$ cat src/rtl/sd_resp_loader.sv
// SD command-response receiver: deserialises a 48- or 136-bit CMD response,
// checks framing, index and CRC7, then issues one write to the card register bank.
module sd_resp_loader #(
   parameter int NCR_MAX = 64
) (
   input  logic         clk,
   input  logic         reset,
   input  logic         bit_en,
   input  logic         cmd_in,
   input  logic         rx_start,
   input  logic [2:0]   resp_type,
   input  logic [5:0]   cmd_index,
   output logic         cid_en,
   output logic         csd_en,
   output logic         ocr_en,
   output logic         rca_en,
   output logic         stat_en,
   output logic [127:0] reg_data,
   output logic [31:0]  ocr_data,
   output logic [15:0]  rca_data,
   output logic [63:0]  stat_data,
   output logic         busy,
   output logic         done,
   output logic         crc_err,
   output logic         idx_err,
   output logic         frame_err,
   output logic         timeout
);

   localparam int NCR_W = $clog2(NCR_MAX + 1);
   localparam logic [NCR_W-1:0] NCR_LAST = NCR_W'(NCR_MAX - 1);

   localparam logic [2:0] S_IDLE       = 3'd0;
   localparam logic [2:0] S_WAIT_START = 3'd1;
   localparam logic [2:0] S_SHIFT      = 3'd2;
   localparam logic [2:0] S_CHECK      = 3'd3;
   localparam logic [2:0] S_WRITE      = 3'd4;

   localparam logic [2:0] RT_NONE = 3'd0;
   localparam logic [2:0] RT_R1   = 3'd1;
   localparam logic [2:0] RT_R2   = 3'd2;
   localparam logic [2:0] RT_R3   = 3'd3;
   localparam logic [2:0] RT_R6   = 3'd6;
   localparam logic [2:0] RT_R7   = 3'd7;

   logic [2:0]       state;
   logic [2:0]       rtype_q;
   logic [5:0]       idx_q;
   logic [135:0]     frame;
   logic [7:0]       bit_cnt;
   logic [NCR_W-1:0] ncr_cnt;
   logic [6:0]       crc;

   logic             is_r2;
   logic [7:0]       last_idx;
   logic             crc_take;
   logic             frame_bad;
   logic             idx_bad;
   logic             crc_bad;
   logic             any_bad;
   logic [63:0]      stat_word;

   // One serial step of CRC7, generator x^7 + x^3 + 1.
   function automatic logic [6:0] crc7_next(input logic [6:0] c, input logic b);
      logic fb;
      fb = c[6] ^ b;
      return {c[5:3], c[2] ^ fb, c[1:0], fb};
   endfunction

   // bit_cnt is the number of frame bits already received, i.e. the arrival
   // index of the next bit; frame bit N arrives at index (length-1-N).
   assign is_r2    = (rtype_q == RT_R2);
   assign last_idx = is_r2 ? 8'd135 : 8'd47;
   assign crc_take = is_r2 ? ((bit_cnt >= 8'd8) && (bit_cnt <= 8'd127))
                           : (bit_cnt <= 8'd39);

   // NOTE: every output of a combinational block gets a default at the top,
   // so no path through the case statement can leave it unassigned (latch).
   always_comb begin
      frame_bad = 1'b0;
      idx_bad   = 1'b0;
      crc_bad   = 1'b0;
      if (is_r2)
         frame_bad = frame[135] | frame[134] | (frame[133:128] != 6'h3F) | ~frame[0];
      else
         frame_bad = frame[46] | ~frame[0];
      case (rtype_q)
         RT_R1, RT_R6, RT_R7: idx_bad = (frame[45:40] != idx_q);
         RT_R3:               idx_bad = (frame[45:40] != 6'h3F);
         default:             idx_bad = 1'b0;
      endcase
      crc_bad = (rtype_q != RT_R3) && (crc != frame[7:1]);
   end

   assign any_bad   = frame_bad | idx_bad | crc_bad;
   assign stat_word = (rtype_q == RT_R6) ? {26'd0, frame[45:40], 16'd0, frame[23:8]}
                                         : {26'd0, frame[45:40], frame[39:8]};

   // NOTE: all state and registered outputs use non-blocking assignments so
   // every register samples the pre-edge values regardless of statement order.
   always_ff @(posedge clk or posedge reset) begin
      if (reset) begin
         state     <= S_IDLE;
         rtype_q   <= RT_NONE;
         idx_q     <= 6'd0;
         frame     <= '0;
         bit_cnt   <= 8'd0;
         ncr_cnt   <= '0;
         crc       <= 7'd0;
         cid_en    <= 1'b0;
         csd_en    <= 1'b0;
         ocr_en    <= 1'b0;
         rca_en    <= 1'b0;
         stat_en   <= 1'b0;
         reg_data  <= '0;
         ocr_data  <= '0;
         rca_data  <= '0;
         stat_data <= '0;
         busy      <= 1'b0;
         done      <= 1'b0;
         crc_err   <= 1'b0;
         idx_err   <= 1'b0;
         frame_err <= 1'b0;
         timeout   <= 1'b0;
      end else begin
         done    <= 1'b0;
         cid_en  <= 1'b0;
         csd_en  <= 1'b0;
         ocr_en  <= 1'b0;
         rca_en  <= 1'b0;
         stat_en <= 1'b0;

         case (state)
            S_IDLE: begin
               if (rx_start) begin
                  rtype_q   <= resp_type;
                  idx_q     <= cmd_index;
                  frame     <= '0;
                  bit_cnt   <= 8'd0;
                  ncr_cnt   <= '0;
                  crc       <= 7'd0;
                  crc_err   <= 1'b0;
                  idx_err   <= 1'b0;
                  frame_err <= 1'b0;
                  timeout   <= 1'b0;
                  if (resp_type == RT_NONE) begin
                     done <= 1'b1;
                  end else begin
                     busy  <= 1'b1;
                     state <= S_WAIT_START;
                  end
               end
            end

            S_WAIT_START: begin
               if (bit_en) begin
                  if (!cmd_in) begin
                     // The start bit is a zero; with a zero seed it leaves the CRC unchanged.
                     frame   <= {frame[134:0], 1'b0};
                     bit_cnt <= 8'd1;
                     state   <= S_SHIFT;
                  end else if (ncr_cnt == NCR_LAST) begin
                     timeout <= 1'b1;
                     done    <= 1'b1;
                     busy    <= 1'b0;
                     state   <= S_IDLE;
                  end else begin
                     ncr_cnt <= ncr_cnt + 1'b1;
                  end
               end
            end

            S_SHIFT: begin
               if (bit_en) begin
                  frame   <= {frame[134:0], cmd_in};
                  bit_cnt <= bit_cnt + 8'd1;
                  if (crc_take)
                     crc <= crc7_next(crc, cmd_in);
                  if (bit_cnt == last_idx)
                     state <= S_CHECK;
               end
            end

            S_CHECK: begin
               done <= 1'b1;
               if (any_bad) begin
                  crc_err   <= crc_bad;
                  idx_err   <= idx_bad;
                  frame_err <= frame_bad;
                  busy      <= 1'b0;
                  state     <= S_IDLE;
               end else begin
                  state <= S_WRITE;
                  case (rtype_q)
                     RT_R1, RT_R7: begin
                        stat_en   <= 1'b1;
                        stat_data <= stat_word;
                     end
                     RT_R2: begin
                        if (idx_q == 6'd9)
                           csd_en <= 1'b1;
                        else
                           cid_en <= 1'b1;
                        reg_data <= frame[127:0];
                     end
                     RT_R3: begin
                        ocr_en   <= 1'b1;
                        ocr_data <= frame[39:8];
                     end
                     RT_R6: begin
                        rca_en    <= 1'b1;
                        stat_en   <= 1'b1;
                        rca_data  <= frame[39:24];
                        stat_data <= stat_word;
                     end
                     default: ;
                  endcase
               end
            end

            S_WRITE: begin
               busy  <= 1'b0;
               state <= S_IDLE;
            end

            default: begin
               busy  <= 1'b0;
               state <= S_IDLE;
            end
         endcase
      end
   end

endmodule

$ cat config.mk
export PLATFORM = sky130hd
export DESIGN_NAME = sd_resp_loader
export DESIGN_NICKNAME = d
export VERILOG_FILES = /design/src/rtl/sd_resp_loader.sv
export SDC_FILE = /design/constraint.sdc
export NUM_CORES = 1
export LEC_CHECK = 0
export ABC_AREA = 1
export ABC_CLOCK_PERIOD_IN_PS = 23000
export CORE_AREA = 2 2 215 217
export DETAILED_ROUTE_END_ITERATION = 8
export DIE_AREA = 0 0 217 219
export MAX_ROUTING_LAYER = met4
export PLACE_DENSITY = 0.64
export SYNTH_ARGS = -nofsm -noshare
export SYNTH_HDL_FRONTEND = slang
export SYNTH_SLANG_ARGS = --single-unit
$ cat constraint.sdc
create_clock -name clk -period 23 [get_ports clk]
set_input_delay 4.6 -clock clk [delete_from_list [all_inputs] [get_ports clk]]
set_output_delay 4.6 -clock clk [all_outputs]
set_load 0.05 [all_outputs]
==> out/metrics.cfg <==
[run_status]
outcome = finished, final reports clean

[synth]
synth_area_sq_mm = 0.0179
async_flop_share_pct = 100
leading_cell_type_by_number_of_instances_after_synthesis = sky130_fd_sc_hd__nand2_1
yosysSeqAreaShare_pct = 55.3
synth.lib_cells_used.distinct = 36
postSynthAreaPerCell_sq_um = 8.57
synthesized_flop_and_latch_total = 395
synthDominantCellAreaShare_pct = 55.3
synthesized_instance_count = 2086
yosys_warnings = 0
ys_dominant_reg_cell = sky130_fd_sc_hd__dfrtp_1
synthTopCellsByCount = 584 x sky130_fd_sc_hd__nand2_1, 395 x sky130_fd_sc_hd__dfrtp_1, 254 x sky130_fd_sc_hd__inv_1
synth_top_cells_by_area = sky130_fd_sc_hd__dfrtp_1 55%, sky130_fd_sc_hd__nand2_1 12%, sky130_fd_sc_hd__o21bai_1 7.6%
synth-edff-count = 0
largest_area_contributor_in_the_synthesized_netlist = sky130_fd_sc_hd__dfrtp_1

[clock_network]
ctsRootBufferMaster = sky130_fd_sc_hd__clkbuf_16
clk_transition_reported_paths_ns = 0.06
clock_latency_ns = 0.56
tritoncts = built
clock_tree_buf_depth = 3
cts_num_sinks = 395
htreeDepth = 2
cts_post_setup_buffers_inserted = 0
number_of_buffers_added_by_the_clock_tree_synthesis_step = 44
cts_resized = 0
ctsHoldBuffers = 0

[detailed_routing]
via_count = 14000
avgViaCountPerCell = 4.85
first_pass_iters = 7
count_of_nets_left_with_antenna_violations_after_detail_routing = 0
drtIter0Drc = 1046
drt_total_wl_microns = 45000
drt_drc_violations_left = 0
route.detailed.wl_per_inst_microns = 15.6

[global_routing]
pin_count_of_the_biggest_net_entering_global_routing = 176
grt.overflow.total = 0
initial_antenna_violation_count = 0
grt_first_pass_wirelength_microns = 73800
via_count_of_the_first_global_routing_pass = 13465
global_route.usage.total_pct = 19.7

[sta]
finalHoldWorstSlack_ns = 0.465
report.final.setup_viol = 0
period_minus_slack_ns = 7.16
grt_setup_unrepaired = false
min_period_over_period_pct = 31.1
hold_violations = 0
fmaxAchievable_mhz = 140
final_report_max_slew_violation_count = 0
final.setup_skew_ns = 0.0159
worstMarginPinSlew_ns = 1.15
setup_tns_ns = 0
worst_slew_margin_rel_pct = 22.8

[floorplanning]
fp.dieH_microns = 219
placement_rows = 78
die-area_sq_mm = 0.0475
die_w_microns = 217
start_util_pct = 39.6
core_area_sq_mm = 0.0451
top_level_ports = 265

[worst_hold_path]
hold_path_class = reg -> reg

[placed_design]
dp.cells = 2808
hpwl_microns = 28000
numPortBuffers = 238
gp_congestion = 0.844

[cells_and_area]
sequential_cell_area_sq_mm = 0.00988
final_net_count = 2271
final_core_utilization_pct = 48.4
filler_cell_count = 4313
drive_gt1_share_pct = 4.20
finalNonFillerCells = 2884
antenna-diode-count = 0
multi_input_comb_area_sq_mm = 0.00631
area_delta_synth_final_pct = 22.2

[setup_path]
setup.worst_path.start_class = input port
critical_path_class = in -> async
crit_arrival_ns = 7.68
crit_fanout = 175
cp-end-kind = async pin
critical_path_required_ns = 23.52

[power_and_ir_drop]
cellLeakagePower_nw = 10.1
vdd_ir_drop_max_v = 0.0000577
power_per_cell_area_mw_per_mm2 = 84.8
total_power_w = 0.00185

[flow_run]
drv_cap = 0

[worst max-delay path, stage by stage]
cell	delay, ns
sky130_fd_sc_hd__clkdlybuf4s50_1	0.50
sky130_fd_sc_hd__inv_8	0.64
sky130_fd_sc_hd__buf_12	0.70
sky130_fd_sc_hd__buf_4	0.95
[flip-flops by register name, indices dropped and copies added, names as in the netlist, 6 cells and up]
| signal | cells |
|---|---|
| bit_cnt | 8 |
| ocr_data | 32 |
| reg_data | 128 |
| crc | 7 |
| frame | 136 |
| stat_data | 38 |
| idx_q | 6 |
| ncr_cnt | 7 |
| rca_data | 16 |
[final timing paths]
kind	slack, ns	startpoint	depth (start not counted)	to
max	15.84	reset	4	reg_data[115]$_DFFE_PP0P_
min	0.47	reg_data[0]$_DFFE_PP0P_	2	reg_data[0]$_DFFE_PP0P_
max reg2reg	19.24	state[0]$_DFFE_PP0P_	7	frame[70]$_DFFE_PP0P_
min reg2reg	0.47	reg_data[0]$_DFFE_PP0P_	2	reg_data[0]$_DFFE_PP0P_
max in group clk	15.85	cmd_in	13	bit_cnt[6]$_DFFE_PP0P_
min in group asynchronous	4.61	reset	2	reg_data[31]$_DFFE_PP0P_
[per-stage QoR]
step | cell area [sq um] | setup WS, ns
floorplan | 18000 | 7.42
finish | 21800 | 15.84
detailed placement | 20500 | 15.14
global route | 21800 | 15.37
CTS | 21800 | 15.75
global placement | 20500 | 15.23
[layer usage]
layer	vias to the layer above	track usage (%)	wire [microns]
met2	323	29.9	20600
met5	-	-	0
met1	6739	27.6	21500
met4	0	5.11	821
met3	43	3.16	2200
li1	6895	-	-
[report_power, final]
part,internal [W],leakage (nW),switching (W)
clock,0.000404,0.676,0.000281
combinational,0.0000665,3.95,0.000367
sequential,0.000716,5.50,0.0000178
total,0.00119,10.1,0.000665
[layout by cell type (no fill, tap or decap), drive strengths merged, types with 8 or more instances in the layout]
master,n
buf,17
clkbuf,67
clkdlybuf4s50,238
conb,26
dfrtp,395
inv,261
nand2,585
nand3,240
nor2,50
nor3,11
o21ai,163
o21bai,182
o31ai,8
[final cells by class]
| cell class | instances | share of cell area, % |
|---|---|---|
| clock buffers | 67 | 5.85 |
| repair buffers | 255 | 11.5 |
| well taps | 600 | 3.44 |
| flip-flops and latches | 395 | 45.3 |
| inverters | 262 | 4.55 |
| clock inverters | 9 | 0.481 |
| multi-input cells | 1296 | 28.9 |
[cell families (layout without fill, tap and decap cells)]
family | count (synthesis) | in the layout | share of synthesized area [%]
AO/OA/AOI/OAI | 363 | 363 | 12.9
other | 1 | 26 | 0.0210
buffers and inverters | 420 | 593 | 10.2
XOR/XNOR | 8 | 8 | 0.392
adder cells (fa/ha/maj) | 3 | 3 | 0.210
AND/OR/NAND/NOR | 896 | 896 | 21.0
flip-flops | 395 | 395 | 55.3
(Power assumes the default switching activity.)
